File: src/rtl/alu_divider_pkg.sv
// Shared types and sizing for the sequential restoring divider.
package alu_divider_pkg;

   localparam int unsigned SIZE_DEF = 64;

   // Divider control states
   typedef enum logic [1:0] {
      ST_IDLE = 2'd0,
      ST_RUN  = 2'd1,
      ST_FIX  = 2'd2,
      ST_DONE = 2'd3
   } state_t;

   // Iteration counter width; holds SIZE-1 down to 0
   function automatic int unsigned cnt_width(input int unsigned size);
      return $clog2(size);
   endfunction

endpackage

File: src/rtl/alu_divider_if.sv
// Request/result bundle between the ALU issue logic and the divider.
interface alu_divider_if
   import alu_divider_pkg::*;
#(
   parameter int unsigned SIZE = SIZE_DEF
);

   logic            start;
   logic            is_signed;
   logic [SIZE-1:0] a;
   logic [SIZE-1:0] b;
   logic            busy;
   logic            done;
   logic [SIZE-1:0] quotient;
   logic [SIZE-1:0] remainder;
   logic            div_by_zero;
   logic            overflow;

   modport master (
      output start, is_signed, a, b,
      input  busy, done, quotient, remainder, div_by_zero, overflow
   );

   modport slave (
      input  start, is_signed, a, b,
      output busy, done, quotient, remainder, div_by_zero, overflow
   );

endinterface

File: src/rtl/alu_div_step.sv
// One restoring radix-2 iteration on unsigned magnitudes.
module alu_div_step
   import alu_divider_pkg::*;
#(
   parameter int unsigned SIZE = SIZE_DEF
) (
   input  logic [SIZE-1:0] i_rem,
   input  logic [SIZE-1:0] i_dvd,
   input  logic [SIZE-1:0] i_divisor,
   output logic [SIZE-1:0] o_rem_next,
   output logic [SIZE-1:0] o_dvd_next,
   output logic            o_q_bit
);

   logic [SIZE:0]   w_shift;
   logic [SIZE-1:0] w_trial;

   // Shift dividend MSB into remainder; keep the trial difference only when it does not borrow
   always_comb begin
      w_shift    = {i_rem, i_dvd[SIZE-1]};
      // Compare at SIZE+1 bits; a kept difference is below the divisor so SIZE bits suffice
      o_q_bit    = (w_shift >= {1'b0, i_divisor});
      w_trial    = w_shift[SIZE-1:0] - i_divisor;
      o_rem_next = o_q_bit ? w_trial : w_shift[SIZE-1:0];
      o_dvd_next = {i_dvd[SIZE-2:0], 1'b0};
   end

endmodule

File: src/rtl/alu_divider.sv
// Sequential DIV/DIVU unit: magnitude restoring divide plus sign fix-up, SIZE+1 cycles.
module alu_divider
   import alu_divider_pkg::*;
#(
   parameter int unsigned SIZE = SIZE_DEF
) (
   input  logic          i_clk,
   input  logic          i_rst,
   alu_divider_if.slave  bus
);

   localparam int unsigned CNT_W = cnt_width(SIZE);

   state_t          r_state;
   state_t          w_state_next;
   logic            w_accept;

   logic [CNT_W-1:0] r_cnt;
   logic [SIZE-1:0] r_rem;
   logic [SIZE-1:0] r_dvd;
   logic [SIZE-1:0] r_div;
   logic            r_neg_q;
   logic            r_neg_r;
   logic            r_dbz_case;
   logic            r_ovf_case;

   logic            r_busy;
   logic            r_done;
   logic [SIZE-1:0] r_quotient;
   logic [SIZE-1:0] r_remainder;
   logic            r_dbz;
   logic            r_ovf;

   logic            w_a_neg;
   logic            w_b_neg;
   logic [SIZE-1:0] w_a_mag;
   logic [SIZE-1:0] w_b_mag;
   logic [SIZE-1:0] w_min;
   logic [SIZE-1:0] w_rem_next;
   logic [SIZE-1:0] w_dvd_next;
   logic            w_q_bit;

   // Operand signs and magnitudes; |most-negative| is still representable unsigned
   always_comb begin
      w_min   = {1'b1, {(SIZE-1){1'b0}}};
      w_a_neg = bus.is_signed & bus.a[SIZE-1];
      w_b_neg = bus.is_signed & bus.b[SIZE-1];
      w_a_mag = w_a_neg ? SIZE'(-bus.a) : bus.a;
      w_b_mag = w_b_neg ? SIZE'(-bus.b) : bus.b;
   end

   alu_div_step #(.SIZE(SIZE)) u_step (
      .i_rem      (r_rem),
      .i_dvd      (r_dvd),
      .i_divisor  (r_div),
      .o_rem_next (w_rem_next),
      .o_dvd_next (w_dvd_next),
      .o_q_bit    (w_q_bit)
   );

   // State register
   always_ff @(posedge i_clk or posedge i_rst) begin
      if (i_rst) r_state <= ST_IDLE;
      else       r_state <= w_state_next;
   end

   // Next-state and request acceptance
   always_comb begin
      w_state_next = r_state;
      w_accept     = 1'b0;
      case (r_state)
         ST_IDLE: begin
            if (bus.start) begin
               w_accept     = 1'b1;
               w_state_next = ST_RUN;
            end
         end
         ST_RUN: begin
            if (r_cnt == '0) w_state_next = ST_FIX;
         end
         ST_FIX: w_state_next = ST_DONE;
         ST_DONE: begin
            if (bus.start) begin
               w_accept     = 1'b1;
               w_state_next = ST_RUN;
            end else begin
               w_state_next = ST_IDLE;
            end
         end
         default: w_state_next = ST_IDLE;
      endcase
   end

   // Operand capture, iteration datapath, fix-up and registered results
   always_ff @(posedge i_clk or posedge i_rst) begin
      if (i_rst) begin
         r_cnt       <= '0;
         r_rem       <= '0;
         r_dvd       <= '0;
         r_div       <= '0;
         r_neg_q     <= 1'b0;
         r_neg_r     <= 1'b0;
         r_dbz_case  <= 1'b0;
         r_ovf_case  <= 1'b0;
         r_busy      <= 1'b0;
         r_done      <= 1'b0;
         r_quotient  <= '0;
         r_remainder <= '0;
         r_dbz       <= 1'b0;
         r_ovf       <= 1'b0;
      end else begin
         r_busy <= (w_state_next == ST_RUN) || (w_state_next == ST_FIX);
         r_done <= (w_state_next == ST_DONE);
         if (w_accept) begin
            r_rem      <= '0;
            r_dvd      <= w_a_mag;
            r_div      <= w_b_mag;
            r_cnt      <= CNT_W'(SIZE - 1);
            r_neg_q    <= w_a_neg ^ w_b_neg;
            r_neg_r    <= w_a_neg;
            r_dbz_case <= (bus.b == '0);
            r_ovf_case <= bus.is_signed && (bus.a == w_min) && (bus.b == '1);
         end else if (r_state == ST_RUN) begin
            r_rem <= w_rem_next;
            // Dividend shifts left; its vacated LSB collects the new quotient bit
            r_dvd <= w_dvd_next | SIZE'(w_q_bit);
            if (r_cnt != '0) r_cnt <= r_cnt - CNT_W'(1);
         end else if (r_state == ST_FIX) begin
            // Zero divisor: remainder already returns to a after the sign fix; only quotient is forced
            r_quotient  <= r_dbz_case ? '1 : (r_neg_q ? SIZE'(-r_dvd) : r_dvd);
            r_remainder <= r_neg_r ? SIZE'(-r_rem) : r_rem;
            r_dbz       <= r_dbz_case;
            r_ovf       <= r_ovf_case;
         end
      end
   end

   assign bus.busy        = r_busy;
   assign bus.done        = r_done;
   assign bus.quotient    = r_quotient;
   assign bus.remainder   = r_remainder;
   assign bus.div_by_zero = r_dbz;
   assign bus.overflow    = r_ovf;

endmodule
File: src/flat_wrapper.sv
// flat-port wrapper written by rule: the top's interface ports become plain ports
module alu_divider_flat import alu_divider_pkg::*;
#(
   parameter int unsigned SIZE = SIZE_DEF
)
  (i_clk, i_rst, bus_start, bus_is_signed, bus_a, bus_b, bus_busy, bus_done, bus_quotient, bus_remainder, bus_div_by_zero, bus_overflow);
  alu_divider_if #(.SIZE(SIZE)) bus_i ();
  input  logic i_clk;
  input  logic i_rst;
  input wire logic [$bits(bus_i.start)-1:0] bus_start;
  input wire logic [$bits(bus_i.is_signed)-1:0] bus_is_signed;
  input wire logic [$bits(bus_i.a)-1:0] bus_a;
  input wire logic [$bits(bus_i.b)-1:0] bus_b;
  output wire logic [$bits(bus_i.busy)-1:0] bus_busy;
  output wire logic [$bits(bus_i.done)-1:0] bus_done;
  output wire logic [$bits(bus_i.quotient)-1:0] bus_quotient;
  output wire logic [$bits(bus_i.remainder)-1:0] bus_remainder;
  output wire logic [$bits(bus_i.div_by_zero)-1:0] bus_div_by_zero;
  output wire logic [$bits(bus_i.overflow)-1:0] bus_overflow;
  assign bus_i.start = bus_start;
  assign bus_i.is_signed = bus_is_signed;
  assign bus_i.a = bus_a;
  assign bus_i.b = bus_b;
  assign bus_busy = bus_i.busy;
  assign bus_done = bus_i.done;
  assign bus_quotient = bus_i.quotient;
  assign bus_remainder = bus_i.remainder;
  assign bus_div_by_zero = bus_i.div_by_zero;
  assign bus_overflow = bus_i.overflow;
  alu_divider #(.SIZE(SIZE)) u_core (.i_clk(i_clk), .i_rst(i_rst), .bus(bus_i));
endmodule
File: config.mk
export PLATFORM = sky130hd
export DESIGN_NAME = alu_divider_flat
export DESIGN_NICKNAME = d
export VERILOG_FILES = /design/src/rtl/alu_divider_pkg.sv /design/src/rtl/alu_divider_if.sv /design/src/rtl/alu_div_step.sv /design/src/rtl/alu_divider.sv /design/src/flat_wrapper.sv
export SDC_FILE = /design/constraint.sdc
export NUM_CORES = 1
export LEC_CHECK = 0
export ABC_AREA = 1
export BUFFER_PORTS_ARGS = -buffer_cell sky130_fd_sc_hd__buf_2
export CORE_MARGIN = 2
export CORE_UTILIZATION = 50
export CTS_BUF_LIST = sky130_fd_sc_hd__clkbuf_8 sky130_fd_sc_hd__clkbuf_16
export DETAILED_ROUTE_END_ITERATION = 10
export PLACE_DENSITY = 0.67
export SLEW_MARGIN = 20
export SYNTH_ARGS = -nofsm -noshare
export SYNTH_HDL_FRONTEND = slang
export SYNTH_SLANG_ARGS = --single-unit
File: constraint.sdc
create_clock -name i_clk -period 24.8 [get_ports i_clk]
set_input_delay 2.48 -clock i_clk [delete_from_list [all_inputs] [get_ports i_clk]]
set_output_delay 2.48 -clock i_clk [all_outputs]
set_load 0.01 [all_outputs]
==> run metrics, run 1 <==
status=finished clean; WL met3=9490 um; area of the core=0.0563 mm^2; layout cells sized above 1=0.0939; CP Data Arrival Time=5.71 ns; worst-path cell chain=buf_2, inv_2, nor2_4, nor2_4, buf_4, inv_2, buf_4, nor2_4, inv_2, buf_4, nor2_4, buf_4, o21ai_0, a21oi_1, a21oi_1; Max Buffers Root-to-Sink=3; die footprint=0.0587 mm^2; H-Tree Depth=2; highest routed layer=met5; Max-Cap Viols=0; Post-Place Setup Slack=18.90 ns; WL final=117000 um; hold_buf cts=0; crit-path max FO=98; CP required=25.23 ns; hold_sp=u_core.bus.remainder[8]; clock-pin slew on the worst setup and hold paths=0.06 ns; WL met1=46700 um; Seq/Total Area, Yosys=0.296; EDFF count, synth=0; CTS Buf Count=40; Hold Fails Final Rpt=0; # IOs=264; Residual DRC=0; Initial Util=0.504; CP top delay family=buffers and inverters; synthesized instance count=4634; post-route ant nets=0; initial antenna violation count=3; RSZ-0062 raised after global routing=no; std cell rows=87; syn_area_per_cell=6.13 um^2; GP Congestion=1.03; flop2flop setup slack=20.78 ns; Vias per Instance=5.61; initial DRC count=2877; port bufs=263; Synth cell types=54; Yosys top cell by area=dfrtp_1; Sink Count=336; CTS tree=done; Clock Skews=0.0468 ns; Fmax=0.190 GHz; async set-or-reset flop fraction in the synthesized netlist=1.00; top cell type's share of synthesized area=0.296; crit path kind=input port to flip-flop; Top FF cell, synth=dfrtp_1; GRT Total Usage=0.390; post-CTS repair timing setup buffer count=0; fill count=5939; PD cells=108 mW/mm^2; WP buf/inv=8; worst vdd ir=193 uV; Final Setup Violations=0; minimum clock period after layout=5.27 ns; Ys Warns=0; max incr delay on CP=0.56 ns; CP Capture Type=flip-flop; Final period util=0.213; largest net degree at the start of global routing=114; cell with the most instances after synthesis=nand2_1; Final HPWL DP=93600 um; Antenna Cells=0; Worst-Skew Late Latency=0.59 ns; Worst-Margin Slew=1.11 ns; CTS root buf=clkbuf_16; slowest library cell on the worst path=nor2_4; Seq cells post-synth=336; Startpoint Class=input port; post-synthesis cell area=0.0284 mm^2; width of the die=242 um; area delta synth->final=11.4%; Hold Crit Class=flip-flop to flip-flop; origin of the worst setup path=bus_start; CTS resizes=0; drt first pass iters=8; Post-synth top cells=nand2_1, inv_1, nor2_1; Slew Limit Fails=0; vias in the first global route=29888; Synth Net Count=4843; Die Ht=242 um; PnR worst setup slack=19.53 ns; DR WL/cell=20.8 um; overall power=3.41 mW; Congestion Overflow GR=0; met2 wire len=53200 um; nets@finish=5035; Rel. slew slack=0.257; first-pass GRT wire length=175000 um; Leakage=17.0 nW; setup TNS=0 ns; routed via count=31475; synth top area cells=dfrtp_1, nand2_1, inv_1, nand3_1, nor2_1; FF-to-FF Start=u_core.r_state[0]
## layer usage
metal  vias to the layer above  global-route usage
li1                      15129                   -
met1                     14612               0.493
met2                      1388               0.638
met3                       342              0.0634
met4                         4               0.214
met5                         -                   0
## placed cells by master, fill, tap and decap left out, drive strengths merged, types with 76 or more instances in the layout
cell type	netlist	layout
a21oi	116	116
nand3	473	473
nand2	1473	1473
o21ai	233	233
inv	727	737
buf	55	281
ha	76	76
xor2	93	93
dfrtp	336	336
nand4	88	88
nor2	539	539
## where the power goes
| part | total, mW | leakage, nW | switching [mW] | internal [mW] |
|---|---|---|---|---|
| clock network | 0.626 | 0.711 | 0.248 | 0.377 |
| logic | 1.83 | 12.0 | 1.28 | 0.556 |
| registers | 0.949 | 4.24 | 0.196 | 0.753 |
## cell type report
type	instances	area, um^2	area share
Inverter	727	2740	0.0866
Timing Repair Buffer	281	1450	0.0459
Tap cell	756	946	0.0299
Sequential cell	336	8410	0.266
Clock buffer	46	1090	0.0346
Clock inverter	24	270	0.00855
Multi-Input combinational cell	3440	16700	0.528
## worst min-delay path: stages, from the launching register on
cell and delay, ns:
dfrtp_1 0.34, nand2_1 0.05, o21ai_0 0.06
## kinds of logic after synthesis
| family | count (synthesis) | synth area share |
|---|---|---|
| DFF | 336 | 0.296 |
| buffers and inverters | 858 | 0.116 |
| adders and majority gates | 77 | 0.0342 |
| and+or+nand+nor | 2733 | 0.412 |
| AOI/OAI and AO/OA | 496 | 0.101 |
| xor gates and xnor gates | 134 | 0.0413 |
## stage by stage
stage / instances / util / hold slack, ns / instance area (um^2)
2_1_floorplan: 4634 / - / 0.449 / 28400
4_1_cts: 5610 / 0.562 / 0.483 / 31600
3_3_place_gp: 5540 / 0.538 / 0.461 / 30300
3_5_place_dp: 5540 / 0.538 / 0.467 / 30300
6_report: 5610 / 0.562 / 0.478 / 31600
5_1_grt: 5610 / 0.562 / 0.493 / 31600
## final timing paths
check / endpoint / cells past startpoint
worst max-delay path: u_core.bus.quotient[40] / 15
max in group asynchronous: u_core.bus.remainder[13] / 4
worst min-delay path: u_core.bus.remainder[8] / 2
min in group asynchronous: u_core.r_div[36] / 2
worst max register to register: u_core.bus.quotient[40] / 15
worst min register to register: u_core.bus.remainder[8] / 2
## registers in the layout (all words and copies together), names as in the netlist
register                cells
u_core.r_neg_r              1
u_core.bus.remainder       64
u_core.bus.overflow         1
u_core.r_cnt                6
u_core.r_div               64
u_core.r_ovf_case           1
u_core.bus.div_by_zero      1
u_core.r_dvd               64
u_core.bus.busy             1
u_core.r_state              2
u_core.bus.done             1
u_core.r_neg_q              1
u_core.bus.quotient        64
u_core.r_rem               64
u_core.r_dbz_case           1
No activity file was read; power rests on OpenSTA's default activity.
==> run 2: changes to the inputs <==
clock period = 5 ns   (was 24.8 ns; I/O delays follow)
==> run 2 against run 1 <==
Net effect:
- sequential share of layout area decreased by 0.099 points
- flip-flop and latch count unchanged
- count of clock-buffer cells in the layout increased by 5
- non-clock buffer count grew 8
- utilization increased by 0.21 points
- combinational power grew to 5.1 times the previous value
- clock power increased to 4.9 times the previous value
- worst setup slack worse by 18 ns
- global-route usage rose by 0.89 points
==> run metrics, run 2 (synthesized netlist as in run 1, its figures left out) <==
status=finished clean; Final Util=0.564; largest net degree at the start of global routing=160; overall power=17.1 mW; Fmax=0.279 GHz; worst vdd ir=532 uV; Setup crit end=u_core.r_rem[58]; Leakage=17.0 nW; setup TNS=0 ns; Max Buffers Root-to-Sink=3; CP required=5.46 ns; Final Setup Violations=0; Hold Fails Final Rpt=0; Worst-Margin Slew=1.12 ns; # IOs=264; Max-Cap Viols=0; most frequent cells in the layout=nand2_1, inv_1, nor2_1; Congestion Overflow GR=0; width of the die=242 um; GRT Total Usage=0.399; layout cells sized above 1=0.0962; CTS tree=done; initial DRC count=3068; placed cells=5547; WL final=119000 um; die footprint=0.0587 mm^2; RSZ-0062 raised after global routing=no; Vias per Instance=5.60; initial antenna violation count=1; std cell rows=87; commonest non-fill, non-tap cell in the layout=nand2_1; Sink Count=336; GP Congestion=1.06; Reg2Reg Depth=17; PD cells=538 mW/mm^2; minimum clock period after layout=3.59 ns; PnR worst setup slack=1.41 ns; first-pass GRT wire length=178000 um; CTS resizes=0; clock-pin slew on the worst setup and hold paths=0.06 ns; flop2flop setup slack=1.41 ns; Final Non-Filler Cells=5623; routed via count=31504; post-route ant nets=0; Worst-Skew Late Latency=0.57 ns; CP Data Arrival Time=4.05 ns; DR WL/cell=21.2 um; CP Capture Type=flip-flop; FF-to-FF Start=u_core.r_rem[5]; Die Ht=242 um; H-Tree Depth=2; nets@finish=5044; drt first pass iters=6; Post-Place Setup Slack=1.57 ns; crit path kind=flip-flop to flip-flop; WHS Path Cells=3; crit-path max FO=64; vias in the first global route=29362; Hold Crit Class=input port to flip-flop; Rel. slew slack=0.255; Final period util=0.718; origin of the worst setup path=u_core.r_rem[5]; Clock Skews=0.0200 ns; area of the core=0.0563 mm^2; CTS Buf Count=41; Startpoint Class=flip-flop; Initial Util=0.504; Slew Limit Fails=0; RR Endpoint=u_core.r_rem[58]; area delta synth->final=11.8%; Residual DRC=0; CTS root buf=clkbuf_16; port bufs=263; Final HPWL DP=95900 um
==> run 2: cell count changes in the layout (fill, tap and decap cells not counted), moves of 2 or more <==
cell        delta
buf_4          +4
buf_12         +3
clkinvlp_4     +2
bufinv_16      -3
clkbuf_8       +4
==> run 2: per-stage QoR <==
stage	hold slack [ns]	cell area (um^2)
finish	0.248	31700
global route	0.268	31700
CTS	0.236	31700
detailed placement	0.462	30300
global placement	0.462	30300
floorplan	0.449	28400
==> run 2: final cells by class <==
type,instances,area (um^2)
Multi-Input combinational cell,3440,16700
Inverter,727,2730
Clock buffer,51,1170
Sequential cell,336,8410
Clock inverter,23,209
Fill cell,5906,24500
Timing Repair Buffer,289,1550
Tap cell,756,946
Antenna cell,1,2.50
==> run 2: how the worst min path moves through the flow <==
stage / startpoint / to / slack, ns
after CTS: bus_start / u_core.r_state[0] / 0.24
after global routing: bus_start / u_core.r_state[0] / 0.27
after global placement: u_core.bus.remainder[24] / u_core.bus.remainder[24] / 0.46
after detailed placement: u_core.bus.remainder[53] / u_core.bus.remainder[53] / 0.46
final: bus_start / u_core.r_state[0] / 0.25
after floorplan: u_core.r_div[58] / u_core.r_div[58] / 0.45
==> run 2: what timing repair did <==
item	4_1_cts	5_1_grt
setup buffers	0	0
hold endpoints to repair	2	0
hold buffers	1	0
==> run 2: critical path, cell delays in order (launching register included) <==
cell and delay, ns:
dfrtp_1 0.73, ha_1 0.40, nand2_1 0.09, nand2_1 0.07
nand2_1 0.07, nand2_1 0.07, inv_2 0.06, nand3_2 0.13
nand2_1 0.10, nand2_2 0.09, nand2_2 0.09, nand2_2 0.09
nand2_4 0.46, nand2_8 0.41, nand2_4 0.32, nand2_1 0.07
nand2_1 0.08, nand2_1 0.07
==> run 2: per-layer routing <==
metal  part of all wire  GRT usage
met2               0.45      0.644
met5            0.00011          0
met3              0.079     0.0579
met4              0.073      0.251
met1               0.39      0.504
==> run 2: power by group <==
part / internal (mW) / switching [mW] / total (mW) / leakage (nW)
clock network: 1.82 / 1.26 / 3.08 / 0.716
logic: 2.77 / 6.58 / 9.35 / 12.1
registers: 3.74 / 0.896 / 4.63 / 4.24
total: 8.33 / 8.73 / 17.1 / 17.0
